`src/rtl/riscv_pkg.sv`:
```
// Shared RV32 definitions for the front end: widths, opcodes, instruction
// field positions and the fetch queue entry layout.
package riscv_pkg;

    localparam int XLEN = 32;
    localparam logic [XLEN-1:0] RESET_PC_DEFAULT = 32'h0000_0000;

    localparam logic [6:0] OP_R      = 7'b0110011;
    localparam logic [6:0] OP_I      = 7'b0010011;
    localparam logic [6:0] OP_LOAD   = 7'b0000011;
    localparam logic [6:0] OP_STORE  = 7'b0100011;
    localparam logic [6:0] OP_BRANCH = 7'b1100011;
    localparam logic [6:0] OP_JAL    = 7'b1101111;
    localparam logic [6:0] OP_JALR   = 7'b1100111;

    localparam int OPCODE_LSB = 0;
    localparam int OPCODE_MSB = 6;
    localparam int RD_LSB     = 7;
    localparam int RD_MSB     = 11;
    localparam int FUNCT3_LSB = 12;
    localparam int FUNCT3_MSB = 14;
    localparam int RS1_LSB    = 15;
    localparam int RS1_MSB    = 19;
    localparam int RS2_LSB    = 20;
    localparam int RS2_MSB    = 24;
    localparam int FUNCT7_LSB = 25;
    localparam int FUNCT7_MSB = 31;

    typedef struct packed {
        logic [XLEN-1:0] pc;
        logic [31:0]     instr;
    } fetch_entry_t;

    // Sequential word address; wraps modulo 2^XLEN.
    function automatic logic [XLEN-1:0] pc_plus4(input logic [XLEN-1:0] pc);
        return pc + 32'd4;
    endfunction

endpackage

```
`src/rtl/fetch_queue.sv`:
```
// Small synchronous FIFO of fetch entries with flush; the head is read
// straight from storage so a pushed entry is visible the cycle after the push.
module fetch_queue
    import riscv_pkg::*;
#(
    parameter int DEPTH = 2,
    localparam int CW = $clog2(DEPTH + 1),
    localparam int PW = (DEPTH > 1) ? $clog2(DEPTH) : 1
) (
    input  logic          i_clk,
    input  logic          i_rst,
    input  logic          i_flush,
    input  logic          i_push,
    input  fetch_entry_t  i_push_data,
    input  logic          i_pop,
    output fetch_entry_t  o_head,
    output logic [CW-1:0] o_count,
    output logic          o_empty,
    output logic          o_full
);

    fetch_entry_t  r_mem [DEPTH];
    logic [PW-1:0] r_rd_ptr;
    logic [PW-1:0] r_wr_ptr;
    logic [CW-1:0] r_count;
    logic          w_do_push;
    logic          w_do_pop;

    function automatic logic [PW-1:0] next_ptr(input logic [PW-1:0] ptr);
        if (ptr == PW'(DEPTH - 1)) begin
            return '0;
        end else begin
            return ptr + PW'(1);
        end
    endfunction

    assign o_empty   = (r_count == '0);
    assign o_full    = (r_count == CW'(DEPTH));
    assign o_count   = r_count;
    assign o_head    = r_mem[r_rd_ptr];
    assign w_do_pop  = i_pop && !o_empty;
    assign w_do_push = i_push && (!o_full || w_do_pop);

    always_ff @(posedge i_clk) begin
        if (i_rst || i_flush) begin
            r_rd_ptr <= '0;
            r_wr_ptr <= '0;
            r_count  <= '0;
        end else begin
            if (w_do_push) begin
                r_wr_ptr <= next_ptr(r_wr_ptr);
            end
            if (w_do_pop) begin
                r_rd_ptr <= next_ptr(r_rd_ptr);
            end
            case ({w_do_push, w_do_pop})
                2'b10:   r_count <= r_count + CW'(1);
                2'b01:   r_count <= r_count - CW'(1);
                default: r_count <= r_count;
            endcase
        end
    end

    // Storage carries no reset; validity is tracked by the pointers and count.
    always_ff @(posedge i_clk) begin
        if (w_do_push && !i_rst && !i_flush) begin
            r_mem[r_wr_ptr] <= i_push_data;
        end
    end

endmodule

```
`src/rtl/instr_fetch.sv`:
```
// Fetch stage: PC, credit-limited in-order requests to instruction memory,
// response queue towards decode, and redirect flush with late-response drop.
module instr_fetch
    import riscv_pkg::*;
#(
    parameter int              XLEN     = riscv_pkg::XLEN,
    parameter logic [XLEN-1:0] RESET_PC = riscv_pkg::RESET_PC_DEFAULT,
    parameter int              QDEPTH   = 2
) (
    input  logic            clk,
    input  logic            rst,
    output logic            imem_req_valid,
    input  logic            imem_req_ready,
    output logic [XLEN-1:0] imem_req_addr,
    input  logic            imem_rsp_valid,
    input  logic [31:0]     imem_rsp_data,
    input  logic            redirect_valid,
    input  logic [XLEN-1:0] redirect_pc,
    output logic            dec_valid,
    input  logic            dec_ready,
    output logic [31:0]     dec_instr,
    output logic [XLEN-1:0] dec_pc,
    output logic [6:0]      opcode,
    output logic [2:0]      funct3,
    output logic [6:0]      funct7,
    output logic [4:0]      rd,
    output logic [4:0]      rs1,
    output logic [4:0]      rs2
);

    localparam int CW = $clog2(QDEPTH + 1);

    logic [XLEN-1:0] r_fetch_pc;
    logic [XLEN-1:0] r_rsp_pc;
    logic [CW-1:0]   r_outstanding;
    logic [CW-1:0]   r_drop;

    logic [CW-1:0]   w_out_nxt;
    logic [CW-1:0]   w_drop_nxt;
    logic [CW:0]     w_inflight;
    logic [XLEN-1:0] w_target;
    logic            w_req_valid;
    logic            w_accept;
    logic            w_rsp_drop;
    logic            w_push;
    logic            w_pop;
    logic            w_dec_valid;
    logic [CW-1:0]   w_q_count;
    logic            w_q_empty;
    logic            w_q_full;
    fetch_entry_t    w_q_head;
    fetch_entry_t    w_push_entry;
    logic [31:0]     w_instr;

    // Requests in flight plus queued entries never exceed the queue depth.
    assign w_inflight  = {1'b0, r_outstanding} + {1'b0, w_q_count};
    assign w_req_valid = !rst && !redirect_valid && !w_q_full
                         && (w_inflight < (CW + 1)'(QDEPTH));
    assign w_accept    = w_req_valid && imem_req_ready;
    assign w_rsp_drop  = imem_rsp_valid && (r_drop != '0);
    assign w_push      = imem_rsp_valid && (r_drop == '0) && !redirect_valid;
    assign w_dec_valid = !rst && !w_q_empty;
    assign w_pop       = w_dec_valid && dec_ready && !redirect_valid;
    assign w_target    = redirect_pc & {{(XLEN - 2){1'b1}}, 2'b00};

    assign w_push_entry.pc    = r_rsp_pc;
    assign w_push_entry.instr = imem_rsp_data;

    fetch_queue #(
        .DEPTH (QDEPTH)
    ) u_queue (
        .i_clk       (clk),
        .i_rst       (rst),
        .i_flush     (redirect_valid),
        .i_push      (w_push),
        .i_push_data (w_push_entry),
        .i_pop       (w_pop),
        .o_head      (w_q_head),
        .o_count     (w_q_count),
        .o_empty     (w_q_empty),
        .o_full      (w_q_full)
    );

    always_comb begin
        w_out_nxt = r_outstanding;
        case ({w_accept, imem_rsp_valid})
            2'b10:   w_out_nxt = r_outstanding + CW'(1);
            2'b01:   w_out_nxt = r_outstanding - CW'(1);
            default: w_out_nxt = r_outstanding;
        endcase
    end

    // On redirect every response still owed after this cycle is stale.
    always_comb begin
        w_drop_nxt = r_drop;
        if (redirect_valid) begin
            w_drop_nxt = w_out_nxt;
        end else if (w_rsp_drop) begin
            w_drop_nxt = r_drop - CW'(1);
        end else begin
            w_drop_nxt = r_drop;
        end
    end

    always_ff @(posedge clk) begin
        if (rst) begin
            r_fetch_pc    <= RESET_PC;
            r_rsp_pc      <= RESET_PC;
            r_outstanding <= '0;
            r_drop        <= '0;
        end else begin
            r_outstanding <= w_out_nxt;
            r_drop        <= w_drop_nxt;
            if (redirect_valid) begin
                r_fetch_pc <= w_target;
                r_rsp_pc   <= w_target;
            end else begin
                if (w_accept) begin
                    r_fetch_pc <= pc_plus4(r_fetch_pc);
                end
                if (w_push) begin
                    r_rsp_pc <= pc_plus4(r_rsp_pc);
                end
            end
        end
    end

    assign imem_req_valid = w_req_valid;
    assign imem_req_addr  = r_fetch_pc;

    // Decode sees an all-zero instruction (opcode 0, no writes) when idle.
    assign dec_valid = w_dec_valid;
    assign w_instr   = w_dec_valid ? w_q_head.instr : 32'h0000_0000;
    assign dec_instr = w_instr;
    assign dec_pc    = w_dec_valid ? w_q_head.pc : '0;
    assign opcode    = w_instr[OPCODE_MSB:OPCODE_LSB];
    assign funct3    = w_instr[FUNCT3_MSB:FUNCT3_LSB];
    assign funct7    = w_instr[FUNCT7_MSB:FUNCT7_LSB];
    assign rd        = w_instr[RD_MSB:RD_LSB];
    assign rs1       = w_instr[RS1_MSB:RS1_LSB];
    assign rs2       = w_instr[RS2_MSB:RS2_LSB];

endmodule

```
`config.mk`:
```
export PLATFORM = sky130hd
export DESIGN_NAME = instr_fetch
export DESIGN_NICKNAME = d
export VERILOG_FILES = /design/src/rtl/riscv_pkg.sv /design/src/rtl/fetch_queue.sv /design/src/rtl/instr_fetch.sv
export SDC_FILE = /design/constraint.sdc
export NUM_CORES = 1
export LEC_CHECK = 0
export CAP_MARGIN = 0
export CORE_MARGIN = 5
export CORE_UTILIZATION = 40
export DETAILED_ROUTE_END_ITERATION = 8
export PLACE_DENSITY = 0.67
export SETUP_SLACK_MARGIN = 0.2
export SKIP_LAST_GASP = 1
export SLEW_MARGIN = 5
export SYNTH_ARGS = -nofsm -noshare
export SYNTH_HDL_FRONTEND = slang
export SYNTH_SLANG_ARGS = --single-unit
```
`constraint.sdc`:
```
create_clock -name clk -period 9.91 [get_ports clk]
set_clock_uncertainty 0.1 [all_clocks]
set_input_delay 1.982 -clock clk [delete_from_list [all_inputs] [get_ports clk]]
set_output_delay 1.982 -clock clk [all_outputs]
set_load 0.005 [all_outputs]
```
==> summary.md, run 1 <==
| Metric | Value |
|---|---|
| RSZ-0062 raised after global routing | false |
| GR Util All Layers | 16.48% |
| Worst rel slew slack | 41.09% |
| Fraction of layout cells with a size suffix above 1 | 6.064% |
| Clock-pin slew on the worst setup and hold paths | 70 ps |
| N_diodes | 0 |
| Post-synthesis async set-or-reset flop share | 0% |
| First-pass GRT wire length | 32.15 mm |
| Vias in the first global route | 6,080 |
| Yosys reg bits | 193 |
| Compound-cell area share of the yosys netlist | 8.472% |
| Nets | 1,002 |
| Pre-CTS setup slack | 3448 ps |
| Placed instance count | 1,188 |
| Largest family of logic cells by synthesized area | simple AND/OR/NAND/NOR gates |
| Sequential area share after synthesis | 58.09% |
| Largest net degree at the start of global routing | 64 |
| Clk_lat worst skew | 430 ps |
| Startpoint Class | primary input |
| Yosys warnings | 0 |
| CTS tree | built |
| Peak supply drop | 114.2 uV |
| RePlAce Congestion | 0.8745 |
| CTS Buffer Depth | 2 |
| GR Overflow Total | 0 |
| # resized after CTS | 0 |
| Post-CTS Hold Buffers | 0 |
| Area of the die | 25,030 um2 |
| Synthesized cell area | 8787 um2 |
| Cts bufs inserted | 17 |
| FF-to-FF Start | u_queue.o_count[0] |
| Outcome | finished clean |
| Worst-Margin Slew | 883.7 ps |
| Final Routed Wirelength | 20.39 mm |
| Vias | 6,160 |
| Die Wd | 158.2 um |
| PortBufs | 193 |
| Area after DPL | 10,740 um2 |
| Fin cells | 1,220 |
| Max_cap viols | 0 |
| HPWL after DPL | 14.17 mm |
| Critical Path Start | rst |
| Hold Path Class | reg2reg |
| Area grow syn2layout | 29.62% |
| Post-DRT Antenna Nets | 0 |
| Worst Path Max Fanout | 63 |
| Syn_area_per_cell | 11.28 um2 |
| Critical Path End Type | output pin |
| Initial antenna violation count | 0 |
| Final core occ | 52.35% |
| Core Area | 21,760 um2 |
| P per Cell Area | 162.3 nW/um2 |
| Setup Viol. Count Final | 0 |
| Die height | 158.2 um |
| Fmax | 156.4 MHz |
| Row Count | 54 |
| Most frequently used flop master after synthesis | edfxtp_1 |
| Post-Synth Simple-Gate Area | 13.51% |
| Data arrival time of the worst path | 4310 ps |
| Mux cell area share after synthesis | 7.305% |
| Setup CP Type | in2out |
| Final setup margin | 3515 ps |
| Leakage power figure | 3.702 nW |
| Root Driver | clkbuf_16 |
| # Post-CTS Setup Buffers | 0 |
| Setup TNS | 0 ps |
| Final hold violation count | 0 |
| Initial Utilization | 40.39% |
| HP Start | r_rsp_pc[23] |
| Final worst path period need | 6395 ps |
| Tcrit/Tclk final | 64.53% |
| Synth cell types | 55 |
| Adder-cell share of the synthesized area | 0.7974% |
| DR WL/cell | 16.71 um |
| Reg2Reg Setup Slack | 6880 ps |
| First-pass DRT Iterations | 4 |
| DRT iter0 DRCs | 329 |
| Clk sinks | 193 |
| DR DRC count | 0 |
| H-tree depth | 4 |
| Worst Path Required | 7830 ps |
| Cell area after layout | 11,390 um2 |
| Number of flops mapped to enable cells by yosys | 124 |
| Vias/cell | 5.049 |
| Post-Synth XOR/XNOR Area | 5.482% |
| Slew Limit Fails | 0 |
| Ports | 200 |
| Synthesized instance count | 779 |
layout by cell type (no fill, tap or decap), types with 3 or more instances in the layout:
cell | netlist | routed
nand4_1 | 18 | 18
bufinv_16 | 0 | 4
a211oi_1 | 4 | 4
clkdlybuf4s50_1 | 0 | 193
conb_1 | 1 | 4
o21ai_0 | 12 | 12
buf_4 | 37 | 9
a21boi_0 | 34 | 34
xnor2_1 | 41 | 41
inv_6 | 0 | 4
clkinv_4 | 0 | 4
ha_1 | 4 | 4
mux2i_1 | 63 | 63
o22ai_1 | 6 | 6
or3_1 | 4 | 4
o31a_1 | 3 | 3
and2_1 | 5 | 5
a31oi_1 | 6 | 6
a21oi_1 | 31 | 31
nor4_1 | 10 | 10
xor2_1 | 14 | 14
nand2b_1 | 4 | 4
edfxtp_1 | 124 | 124
dfxtp_1 | 69 | 68
and4_1 | 8 | 8
nand3_1 | 18 | 18
nor2_1 | 93 | 93
nand2_1 | 36 | 36
nor3_1 | 20 | 19
clkbuf_16 | 0 | 17
a21o_1 | 4 | 4
and3_1 | 8 | 8
inv_1 | 32 | 32
final cells by class:
class                           count  area, um2
Fill cell                        1908      10370
Sequential cell                   193       5109
Multi-Input combinational cell    480       3162
Timing Repair Buffer              202       1999
Clock buffer                       17      425.4
Tap cell                          280      350.3
Clock inverter                     15      220.2
Inverter                           33      123.9
layer usage:
layer,up-vias,track usage [%],wire [um]
met5,-,0,0
met4,0,4.468,245
met3,18,4.811,1761
met2,236,26.07,9187
met1,2872,22.28,9198
li1,3034,-,-
final timing paths:
kind,end,cells past startpoint
setup reg to reg,r_drop[1],12
setup / recovery,rs2[1],6
hold reg to reg,u_queue.r_mem[1][55],0
hold / removal,u_queue.r_mem[1][55],0
through the flow:
| stage | hold WS [ps] | total power [mW] |
|---|---|---|
| after CTS | 402.1 | 1.871 |
| after global placement | 375.6 | 1.126 |
| after detailed placement | 384.2 | 1.130 |
| after floorplan | 346.5 | 1.036 |
| final | 400.2 | 1.849 |
| after global routing | 421.0 | 1.931 |
cells in the mapped netlist (6+ instances only):
library cell  count  area share [%]
nand2_1          36             1.5
a31oi_1           6            0.43
inv_1            32             1.4
and4_1            8            0.80
dfxtp_1          69              16
buf_4            37             3.2
a21oi_1          31             1.8
nor4_1           10            0.71
mux2i_1          63             7.2
xnor2_1          41             4.1
edfxtp_1        124              42
buf_1             8            0.34
nor2_1           93             4.0
a21boi_0         34             2.9
nand3_1          18             1.0
nand4_1          18             1.3
and3_1            8            0.57
o21ai_0          12            0.68
nor3_1           20             1.1
o22ai_1           6            0.43
clkbuf_1         27             1.2
xor2_1           14             1.4
cell families (layout without fill, tap and decap cells):
family          count (synthesis)  count (layout)
compound gates                113             113
xor+xnor                       55              55
fa+ha+maj                       5               5
buf+inv                       109             267
flops                         193             193
mux                            64              64
other cells                     1               4
simple gates                  239             239
flip-flops by register name (all words and copies together) (netlist names), named ones only:
signal	flops
r_drop	2
r_rsp_pc	30
r_outstanding	2
u_queue.r_wr_ptr	1
u_queue.o_count	2
imem_req_addr	30
u_queue.r_mem	124
u_queue.r_rd_ptr	1
power breakdown:
group | total [mW] | switching [mW] | internal [mW]
clock | 0.737 | 0.306 | 0.431
sequential | 0.925 | 0.0333 | 0.891
combinational | 0.187 | 0.0881 | 0.0989
total | 1.85 | 0.428 | 1.42
critical path, stage by stage:
cell and delay (ps):
clkdlybuf4s50_1 450, buf_4 400, o21bai_4 210, buf_4 520, nor2_1 200, clkdlybuf4s50_1 490
Power figures use the tool's default switching activity.
==> run 2, diff against run 1 <==
Settings changed: PLACE_DENSITY 0.67 to 0.7.
Clock period 9.91 ns to 5.2 ns, I/O delays scaled along.
==> run 2 against run 1 <==
Against the previous run:
- critical path depth shrank 1
- worst setup slack lost 2500 ps
- critical endpoint is now funct7[3]
- non-clock buffer count is the same
- clock-buffer cell count is the same
- global-route usage shrank 0.28 points
- sequential power grew 91%
- hold slack gained 1.2 ps
- total power grew 84%
- sequential share of layout area grew 0.14 points
- register-to-register slack lost 4700 ps
==> summary.md, run 2 (same netlist as run 1, synthesis figures left out) <==
| Metric | Value |
|---|---|
| P per Cell Area | 298.9 nW/um2 |
| Pre-CTS setup slack | 923.7 ps |
| CTS tree | built |
| Crit path top cell by count | clkdlybuf4s50_1 |
| Hold Path Class | reg2reg |
| PortBufs | 193 |
| First-pass DRT Iterations | 5 |
| Die Wd | 158.2 um |
| Area of the die | 25,030 um2 |
| Worst-Margin Slew | 1248 ps |
| Fraction of layout cells with a size suffix above 1 | 5.957% |
| # Post-CTS Setup Buffers | 0 |
| N_diodes | 0 |
| Slowest stage delay, CP | 550 ps |
| Fmax | 236.6 MHz |
| Max_cap viols | 0 |
| Leakage power figure | 3.673 nW |
| GR Overflow Total | 0 |
| Ports | 200 |
| Final core occ | 52.19% |
| Data arrival time of the worst path | 3090 ps |
| Largest net degree at the start of global routing | 63 |
| Clk_lat worst skew | 430 ps |
| DR DRC count | 0 |
| Vias/cell | 5.096 |
| Tcrit/Tclk final | 81.30% |
| Crit path cell chain | clkdlybuf4s50_1 -> o21bai_4 -> buf_4 -> nor2_1 -> clkdlybuf4s50_1 |
| CP max stage cell | clkdlybuf4s50_1 |
| Final setup margin | 972.6 ps |
| Cell area after layout | 11,350 um2 |
| Post-CTS Hold Buffers | 0 |
| Clk sinks | 193 |
| Fin cells | 1,220 |
| Worst Path Max Fanout | 39 |
| First-pass GRT wire length | 31.83 mm |
| Die height | 158.2 um |
| Register area | 5109 um2 |
| Outcome | finished clean |
| Clock-pin slew on the worst setup and hold paths | 80 ps |
| Final worst path period need | 4227 ps |
| Initial Utilization | 40.39% |
| Most frequent cells in the layout | clkdlybuf4s50_1, edfxtp_1, nor2_1 |
| GR Util All Layers | 16.21% |
| # resized after CTS | 0 |
| Setup CP Type | in2out |
| Vias | 6,217 |
| Max reg flops | 124 |
| RSZ-0062 raised after global routing | false |
| Worst rel slew slack | 16.04% |
| DR WL/cell | 16.67 um |
| Fillers | 1,921 |
| Row Count | 54 |
| H-tree depth | 4 |
| Final Routed Wirelength | 20.34 mm |
| RePlAce Congestion | 0.8762 |
| Worst Path Required | 4060 ps |
| Setup Viol. Count Final | 0 |
| Vias in the first global route | 5,917 |
| Post-DRT Antenna Nets | 0 |
| Cts bufs inserted | 17 |
| Slew Limit Fails | 0 |
| Initial antenna violation count | 0 |
| Root Driver | clkbuf_16 |
| Commonest non-fill, non-tap cell in the layout | clkdlybuf4s50_1 |
| Multi-input logic area | 3174 um2 |
| Final hold violation count | 0 |
| Hold Slack | 401.4 ps |
| Setup TNS | 0 ps |
| CTS Buffer Depth | 2 |
| Area grow syn2layout | 29.20% |
| DRT iter0 DRCs | 392 |
| Nets | 1,002 |
| Peak supply drop | 231.7 uV |
| Core Area | 21,760 um2 |
| Area after DPL | 10,780 um2 |
| Startpoint Class | primary input |
| Critical Path End Type | output pin |
| HPWL after DPL | 14.13 mm |
| Placed instance count | 1,188 |
| Total power | 3.394 mW |
| Largest reg by FF count | u_queue.r_mem |
==> run 2: where the power goes <==
part	total [mW]	switching, mW	internal, mW	leakage (nW)
Clock	1.27	0.596	0.675	0.278
Combinational	0.358	0.166	0.191	1.69
Sequential	1.77	0.0674	1.70	1.70
==> run 2: worst paths after layout <==
kind / end / slack [ps] / depth (start not counted) / from
max: funct7[3] / 970 / 5 / rst
max reg2reg: r_drop[1] / 2170 / 12 / u_queue.o_count[0]
min reg2reg: u_queue.r_mem[1][63] / 400 / 0 / r_rsp_pc[31]
min: u_queue.r_mem[1][63] / 400 / 0 / r_rsp_pc[31]
==> run 2: final cells by class <==
type	count	share of cell area (%)
flip-flops and latches	193	45.00
multi-input cells	480	27.96
repair buffers	202	17.83
clock buffers	17	3.747
well taps	280	3.086
clock inverters	15	1.289
inverters	33	1.091
==> run 2: worst max-delay path: cells and delay by family <==
family | cells | cell delay [ps]
compound gates | 1 | 440
buf+inv | 3 | 1360
simple gates | 1 | 230
==> run 2: per-layer routing <==
| metal | vias up | track usage [%] | wire [um] |
|---|---|---|---|
| li1 | 3033 | - | - |
| met1 | 2933 | 22.65 | 9535 |
| met2 | 228 | 24.50 | 8949 |
| met3 | 23 | 4.483 | 1460 |
| met4 | 0 | 5.321 | 393 |
| met5 | - | 0 | 0 |
